<file path="src/rtl/gate_resp_pkg.sv">
// gate_resp_pkg: shared FSM state encoding and default MISR constants
// for the gate-model response compactor.
`default_nettype none

package gate_resp_pkg;

  typedef enum logic [1:0] {
    ST_IDLE  = 2'd0,
    ST_RUN   = 2'd1,
    ST_CHECK = 2'd2,
    ST_DONE  = 2'd3
  } state_t;

  localparam logic [15:0] DEFAULT_POLY = 16'h1021;
  localparam logic [15:0] DEFAULT_SEED = 16'hFFFF;

endpackage

`default_nettype wire

</file>
<file path="src/rtl/gate_resp_misr.sv">
// ============================================================================
// gate_resp_misr: multiple-input signature register, seed load and fold-in
// Revision: 1.0
// ============================================================================
`default_nettype none

module gate_resp_misr #(
  parameter int               SIG_W = 16,
  parameter logic [SIG_W-1:0] POLY  = 16'h1021,
  parameter logic [SIG_W-1:0] SEED  = 16'hFFFF
) (
  input  logic             clk,
  input  logic             rst_n,
  input  logic             load,
  input  logic             en,
  input  logic [SIG_W-1:0] din,
  output logic [SIG_W-1:0] sig
);

  logic [SIG_W-1:0] sig_q, sig_d;

  // Load has priority so a restart never folds in a stale vector.
  always_comb begin
    sig_d = sig_q;
    if (load) begin
      sig_d = SEED;
    end else if (en) begin
      sig_d = {sig_q[SIG_W-2:0], 1'b0} ^ (sig_q[SIG_W-1] ? POLY : '0) ^ din;
    end
  end

  always_ff @(posedge clk) begin
    if (!rst_n) sig_q <= SEED;
    else        sig_q <= sig_d;
  end

  assign sig = sig_q;

endmodule

`default_nettype wire

</file>
<file path="src/rtl/gate_resp_compactor.sv">
// ============================================================================
// gate_resp_compactor: folds gate-model response vectors into a MISR, counts
// patterns and compares the final signature. Optional toggle coverage is
// enabled with the GATE_RESP_TOGGLE_EN macro.
// Revision: 1.0
// ============================================================================
`default_nettype none

module gate_resp_compactor
  import gate_resp_pkg::*;
#(
  parameter int               IN_W  = 10,
  parameter int               SIG_W = 16,
  parameter logic [SIG_W-1:0] POLY  = DEFAULT_POLY,
  parameter logic [SIG_W-1:0] SEED  = DEFAULT_SEED,
  parameter int               CNT_W = 16
) (
  input  logic             clk,
  input  logic             rst_n,
  input  logic             start,
  input  logic [CNT_W-1:0] num_patterns,
  input  logic [SIG_W-1:0] expected_sig,
  input  logic             resp_valid,
  input  logic [IN_W-1:0]  resp_data,
  output logic             resp_ready,
  output logic             busy,
  output logic             done,
  output logic             pass,
  output logic [SIG_W-1:0] signature,
  output logic [CNT_W-1:0] pattern_count,
  output logic [IN_W-1:0]  toggle_mask
);

  state_t           state_q, state_d;
  logic [CNT_W-1:0] cnt_q, cnt_d;
  logic [CNT_W-1:0] num_q, num_d;
  logic [SIG_W-1:0] exp_q, exp_d;
  logic             pass_q, pass_d;

  logic start_ok;
  logic xfer;

  assign start_ok   = start && ((state_q == ST_IDLE) || (state_q == ST_DONE));
  // Ready drops as soon as the count is met, so no extra vector slips in.
  assign resp_ready = (state_q == ST_RUN) && (cnt_q != num_q);
  assign xfer       = resp_valid && resp_ready;

  always_comb begin
    state_d = state_q;
    cnt_d   = cnt_q;
    num_d   = num_q;
    exp_d   = exp_q;
    pass_d  = pass_q;
    case (state_q)
      ST_IDLE, ST_DONE: begin
        if (start_ok) begin
          num_d   = num_patterns;
          exp_d   = expected_sig;
          cnt_d   = '0;
          pass_d  = 1'b0;
          state_d = ST_RUN;
        end
      end
      ST_RUN: begin
        if (cnt_q == num_q)  state_d = ST_CHECK;
        else if (xfer)       cnt_d   = cnt_q + CNT_W'(1);
      end
      ST_CHECK: begin
        pass_d  = (signature == exp_q);
        state_d = ST_DONE;
      end
      default: state_d = ST_IDLE;
    endcase
  end

  always_ff @(posedge clk) begin
    if (!rst_n) begin
      state_q <= ST_IDLE;
      cnt_q   <= '0;
      num_q   <= '0;
      exp_q   <= '0;
      pass_q  <= 1'b0;
    end else begin
      state_q <= state_d;
      cnt_q   <= cnt_d;
      num_q   <= num_d;
      exp_q   <= exp_d;
      pass_q  <= pass_d;
    end
  end

  gate_resp_misr #(
    .SIG_W (SIG_W),
    .POLY  (POLY),
    .SEED  (SEED)
  ) u_misr (
    .clk   (clk),
    .rst_n (rst_n),
    .load  (start_ok),
    .en    (xfer),
    .din   (SIG_W'(resp_data)),
    .sig   (signature)
  );

  assign busy          = (state_q == ST_RUN) || (state_q == ST_CHECK);
  assign done          = (state_q == ST_DONE);
  assign pass          = pass_q;
  assign pattern_count = cnt_q;

`ifdef GATE_RESP_TOGGLE_EN
  logic [IN_W-1:0] prev_q, prev_d;
  logic [IN_W-1:0] tmask_q, tmask_d;
  logic            has_prev_q, has_prev_d;

  // The first vector of a run has no predecessor and contributes no toggles.
  always_comb begin
    prev_d     = prev_q;
    tmask_d    = tmask_q;
    has_prev_d = has_prev_q;
    if (start_ok) begin
      tmask_d    = '0;
      has_prev_d = 1'b0;
    end else if (xfer) begin
      if (has_prev_q) tmask_d = tmask_q | (resp_data ^ prev_q);
      prev_d     = resp_data;
      has_prev_d = 1'b1;
    end
  end

  always_ff @(posedge clk) begin
    if (!rst_n) begin
      prev_q     <= '0;
      tmask_q    <= '0;
      has_prev_q <= 1'b0;
    end else begin
      prev_q     <= prev_d;
      tmask_q    <= tmask_d;
      has_prev_q <= has_prev_d;
    end
  end

  assign toggle_mask = tmask_q;
`else
  assign toggle_mask = '0;
`endif

endmodule

`default_nettype wire
</file>
<file path="config.mk">
export PLATFORM = sky130hd
export DESIGN_NAME = gate_resp_compactor
export DESIGN_NICKNAME = d
export VERILOG_FILES = /design/src/rtl/gate_resp_pkg.sv /design/src/rtl/gate_resp_misr.sv /design/src/rtl/gate_resp_compactor.sv
export SDC_FILE = /design/constraint.sdc
export NUM_CORES = 1
export LEC_CHECK = 0
export CAP_MARGIN = 20
export CORE_MARGIN = 3
export CORE_UTILIZATION = 54
export CTS_BUF_LIST = sky130_fd_sc_hd__clkbuf_4 sky130_fd_sc_hd__clkbuf_8
export CTS_CLUSTER_DIAMETER = 40
export DETAILED_ROUTE_END_ITERATION = 16
export PLACE_DENSITY_LB_ADDON = 0.2
export SYNTH_ARGS = -nofsm -noshare
export SYNTH_HDL_FRONTEND = slang
export SYNTH_SLANG_ARGS = --single-unit
</file>
<file path="constraint.sdc">
create_clock -name clk -period 5.01 [get_ports clk]
set_clock_uncertainty 0.05 [all_clocks]
set_input_delay 1.002 -clock clk [delete_from_list [all_inputs] [get_ports clk]]
set_output_delay 1.002 -clock clk [all_outputs]
set_load 0.01 [all_outputs]
</file>
# Word-level counts from Yosys, hierarchy flattened

Index checks and enable logic that the tools add are counted.

Flip-flop bits (word level): 67
Bits of input ports: 46
Output and inout port bits: 46
Word-level logic and storage cells: 44

Add/subtract/negate cells: 1
Equal/unequal tests: 10
Muxes and demuxes: 10
Bitwise logic cells: 3
Reductions and logical operators: 14

Operator list:

| kind                  | count |
|---|---|
| $mux 16               | 3 |
| $eq 16x16->1          | 2 |
| $pmux 16 s2           | 1 |
| $add 16x1->16 const B | 1 |
| $ne 16x16->1          | 1 |
| $xor 16x10->16        | 1 |
| $xor 16x16->16        | 1 |
| $mux 13               | 1 |
| $ne 2x2->1 const B    | 3 |
| $pmux 2 s3            | 1 |
| $reduce_and 2->1      | 3 |
| $eq 2x2->1 const B    | 2 |
| $mux 2                | 2 |
| $reduce_and 4->1      | 1 |
| $reduce_bool 2->1     | 2 |
| $reduce_or 2->1       | 2 |
| $logic_and 1x1->1     | 3 |
| $eq 2x1->1 const B    | 1 |
| $logic_not 2->1       | 1 |
| $logic_or 1x1->1      | 2 |
| $ne 2x1->1 const B    | 1 |
| $pmux 1 s2            | 1 |
| $mux 1                | 1 |
| $not 1->1             | 1 |

# Logic depth before layout (Yosys ltp)

Depth after elaboration: 6
Mapped depth: 8
Gate-level depth less buffers: 8

# Cells and area by module

From an unflattened synthesis, not the netlist that was laid out.

Cells, all modules: 393
Area, all modules: 3,330.7 um^2

Modules (own cells, without submodules):

| module              | times used | cells each | area an instance (um^2) | seq. area each (um^2) |
|---|---|---|---|---|
| gate_resp_compactor | 1          | 323        | 2,586.2                 | 1,021.0 |
| gate_resp_misr      | 1          | 70         | 744.5                   | 320.3 |

# Least setup slack after synthesis

OpenSTA, ideal clock, no wires.

Kind: input-to-reg
Start: input start
End: register cnt_q[11] (netlist: pattern_count[11])
Library setup time: 0.069 ns
Arrival time: 2.271 ns
Required time: 4.891 ns
Slack: 2.621 ns
Stages on the path: 6
Buffers on the path: 0
Cells stage by stage: nand2b_1 and3_1 nand3_1 nor4b_1 mux2_2 o21ai_1

Word-level cells in the longest chain between the ends: 3

Ends and longest elaborated chain:

| what                       | RTL line                  | text |
|---|---|---|
| start, declared            | gate_resp_compactor.sv:20 | `input logic start,` |
| $logic_and 1x1->1          | gate_resp_compactor.sv:43 | `assign start_ok = start && ((state_q == ST_IDLE) \|\| (state_q == ST_DONE));` |
| $ne 2x2->1 (no line)       | n/a                       |  |
| $reduce_and 4->1 (no line) | n/a                       |  |
| end signal, assigned       | gate_resp_compactor.sv:85 | `cnt_q <= cnt_d;` |
| end, declared              | gate_resp_compactor.sv:35 | `logic [CNT_W-1:0] cnt_q, cnt_d;` |

No other way between the ends.
A chain may end at the register's enable or synchronous reset.

# Worst setup path after layout

Start: register cnt_q[2] (netlist: pattern_count[2])
End: output resp_ready

Word-level cells in the longest chain between the ends: 2

Ends and longest elaborated chain:

| what              | RTL line                  | text |
|---|---|---|
| $ne 16x16->1      | gate_resp_compactor.sv:45 | `assign resp_ready = (state_q == ST_RUN) && (cnt_q != num_q);` |
| $logic_and 1x1->1 | gate_resp_compactor.sv:45 |  |
| end, declared     | gate_resp_compactor.sv:25 | `output logic resp_ready,` |

No other way between the ends.

==> summary.md <==
| Metric | Value |
|---|---|
| Status | completed |
| Total cell area at the placement stage | 4130 um^2 |
| Worst path required time | roughly 4 ns |
| RSZ-0062 raised after global routing | false |
| Initial antenna violation count | 0 |
| Die footprint | just over 7000 um^2 |
| Initial core utilization | 0.563 |
| Total Negative Setup Slacks | 0 ns |
| Hold Path Depth | 2 |
| Worst path depth | 6 |
| Latest clock arrival within the worst-skew pair | between 0.3 and 0.4 ns |
| Layout cells sized above 1 | 0.0772 |
| Distinct cell type count after synthesis | 54 |
| Mapped Area | between 3000 and 4000 um^2 |
| Std-Cell Rows | 28 |
| Met1 usage | 0.341 |
| Final period util | 0.689 |
| Slew @ Worst Pin | roughly 0.73 ns |
| Setup crit start kind | register |
| DRT Wirelength | between 8 and 9 mm |
| Setup Buffers After CTS | 0 |
| Fmax achieved | ~290 MHz |
| Final instance area | around 4400 um^2 |
| # DRC | 0 |
| Routing usage on met3 | 0.0466 |
| Gr busiest metal | met2 |
| CP Class | reg -> out |
| Crit-path cells | xor2_2 -> nor4_2 -> nand4_2 -> nand2_1 -> inv_1 -> clkdlybuf4s50_1 |
| Critical-path top delay cell | dfxtp_1 |
| Final setup margin | roughly 1.6 ns |
| Drt wl/cell | between 15 and 20 um |
| Tmin final | 3.45 ns |
| Die Y | ~85 um |
| PD cells | about 430 nW/um^2 |
| I/O pins | 92 |
| RD Place Congestion | around 0.83 |
| FF+latch count, synth | 67 |
| Avg Cell Area, Syn | about 8.4 um^2 |
| P&R area growth vs syn | 31.5% |
| Worst-path clk slew | 0.07 ns |
| Place WS | 1.62 ns |
| Worst path arrival time | about 2.4 ns |
| Max Slew Vio Count | 0 |
| TritonCTS clock tree | yes |
| Slew Limit Headroom | 0.511 |
| Largest stage delay on the critical path | around 0.55 ns |
| R2R setup slack | roughly 2.5 ns |
| TritonCTS buffer count | 9 |
| HP Start | num_q[15]$_SDFFE_PN0P_ |
| DP Wirelength | between 5 and 6 mm |
| DRT antenna net count | 0 |
| Global-route wire length before repair | 13.9 mm |
| Final Setup Violations | 0 |
| Critical path capture point type | primary output |
| Cts repair resizes | 0 |
| EDFF count, synth | 0 |
| Ys async rst share | 0 |
| Crit Path Max Fanout | 9 |
| Diodes inserted | 0 |
| Met2 Use GR | 0.374 |
| VDD IR-drop max | between 200 and 300 uV |
| Pin count of the biggest net entering global routing | 40 |
| Worst Hold Endpoint | num_q[15]$_SDFFE_PN0P_ |
| WP buf/inv | 2 |
| Post-synthesis instance total | 399 |
| Worst min-delay path class | reg -> reg |
| Remaining Overflow, GRT | 0 |
| H-tree depth | 3 |
| Seq/Total Area, Yosys | 0.400 |
| Reg2reg end | pattern_count[11]$_SDFFE_PN0P_ |
| Max clock buf depth | 2 |
| GR Util All Layers | 0.243 |
| Fillers | around 450 |
| Max_cap viols | 0 |
| Total number of vias | 3054 |
| Reg-to-reg critical path startpoint | state_q[0]$_SDFFE_PN0P_ |
| Post-CTS Hold Fix Bufs | 0 |
| Family with the most delay on the worst path | simple AND/OR/NAND/NOR gates |
| CTS Sinks | 67 |
| Core Area | 5960 um^2 |
| Final Hold Slack | 0.418 ns |
| Worst Reg-to-Reg Cells | 8 |
| Nets | about 530 |
| Vias per cell | around 5.5 |
| Die width | roughly 85 um |
| Fin. Hold Viols | 0 |
| Synth Warn # | 0 |
| Port bufs | slightly above 80 |
| Number of global-route vias before repair | between 2000 and 3000 |
| Leak pwr | between 1.5 and 2 nW |
| Main synth FF type | dfxtp_1 |
| DR pass1 iterations | 4 |
| Root buffer cell | clkbuf_8 |
| Violation count after the first detailed-route iteration | between 150 and 200 |
[cells in the mapped netlist (2+ instances only)]
cell | instances | share of area
xor2_1 | 16 | 0.042
nor4_2 | 4 | 0.015
nand2b_1 | 5 | 0.0093
buf_2 | 2 | 0.0030
o211ai_1 | 12 | 0.027
nand4_1 | 7 | 0.013
a311oi_1 | 3 | 0.0078
buf_4 | 11 | 0.025
mux2i_1 | 7 | 0.021
inv_1 | 8 | 0.0089
ha_1 | 5 | 0.019
nor2_1 | 7 | 0.0078
xnor2_1 | 28 | 0.073
and3_1 | 2 | 0.0037
nor3_1 | 4 | 0.0060
a21o_1 | 4 | 0.0089
nand3_1 | 12 | 0.018
clkbuf_1 | 15 | 0.017
o21ai_0 | 7 | 0.010
a31oi_1 | 3 | 0.0056
a21oi_1 | 40 | 0.060
nand2_1 | 98 | 0.11
dfxtp_1 | 67 | 0.40
buf_6 | 2 | 0.0067
[sequential cells by signal, indices dropped and copies added (netlist names)]
signal         cells
u_misr.sig        16
exp_q             16
pattern_count     16
num_q             16
pass               1
state_q            2
[routing by layer]
| layer | part of all wire | vias to the layer above |
|---|---|---|
| li1 | - | 1503 |
| met1 | 0.45 | 1427 |
| met2 | 0.47 | 113 |
| met3 | 0.070 | 11 |
| met4 | 0.013 | 0 |
| met5 | 0 | - |
[logic make-up after synthesis]
family	Yosys count	synth area share
AOI/OAI and AO/OA	84	0.158
xor gates and xnor gates	45	0.120
adders and majority gates	5	0.0186
buffers and inverters	39	0.0611
DFF	67	0.400
muxes	8	0.0242
other	1	0.00112
and+or+nand+nor	150	0.217
[report_power, final]
group          switching [W]  total [W]  internal, W
registers          0.0000859   0.000705     0.000619
clock network       0.000219   0.000477     0.000259
logic               0.000388   0.000694     0.000306
[per-stage QoR]
| step | instances | utilization | total power, W |
|---|---|---|---|
| 2_1_floorplan | 408 | - | 0.00116 |
| 3_3_place_gp | 535 | 0.694 | 0.00135 |
| 3_5_place_dp | 535 | 0.694 | 0.00137 |
| 4_1_cts | 551 | 0.730 | 0.00184 |
| 5_1_grt | 554 | 0.741 | 0.00199 |
| 6_report | 554 | 0.741 | 0.00188 |
[layout by cell type (no fill, tap or decap), types with 2 or more instances in the layout]
cell / count
nand2_1: 98
xnor2_1: 28
nor4_2: 4
a311oi_1: 3
inv_1: 8
clkbuf_8: 11
dfxtp_1: 67
nor3_1: 4
a21oi_1: 40
mux2i_1: 7
nand2b_1: 5
a21o_1: 4
o211ai_1: 12
nand3_1: 12
nand4_1: 7
a31oi_1: 3
ha_1: 5
xor2_1: 16
nor2_1: 7
clkdlybuf4s50_1: 81
conb_1: 10
o21ai_0: 7
buf_16: 2
buf_4: 2
and3_1: 2
[how the worst max path moves through the flow]
stage,start,slack [ns],end
2_1_floorplan,start,2.62,pattern_count[11]$_SDFFE_PN0P_
3_3_place_gp,rst_n,1.73,u_misr.sig[1]$_SDFFE_PP1P_
3_5_place_dp,rst_n,1.62,u_misr.sig[3]$_SDFFE_PP1P_
4_1_cts,pattern_count[2]$_SDFFE_PN0P_,1.57,resp_ready
5_1_grt,pattern_count[2]$_SDFFE_PN0P_,1.44,resp_ready
6_report,pattern_count[2]$_SDFFE_PN0P_,1.56,resp_ready
[worst reg2reg max path, delay by kind of cell, from the launching register on]
kind	cells	cell delay, ns
AOI/OAI and AO/OA	1	0.09
adders and majority gates	1	0.35
buffers and inverters	1	0.07
DFF	1	0.42
muxes	1	0.38
and+or+nand+nor	4	1.05
[area by class of cell]
| type | count | area [um^2] | share of cell area |
|---|---|---|---|
| multi-input cells | 302 | 1840 | 0.418 |
| flip-flops and latches | 67 | 1340 | 0.304 |
| repair buffers | 86 | 892 | 0.202 |
| clock buffers | 11 | 151 | 0.0343 |
| well taps | 75 | 93.8 | 0.0213 |
| clock inverters | 5 | 60.1 | 0.0136 |
| inverters | 8 | 30.0 | 0.00681 |
No activity file was read; power rests on OpenSTA's default activity.
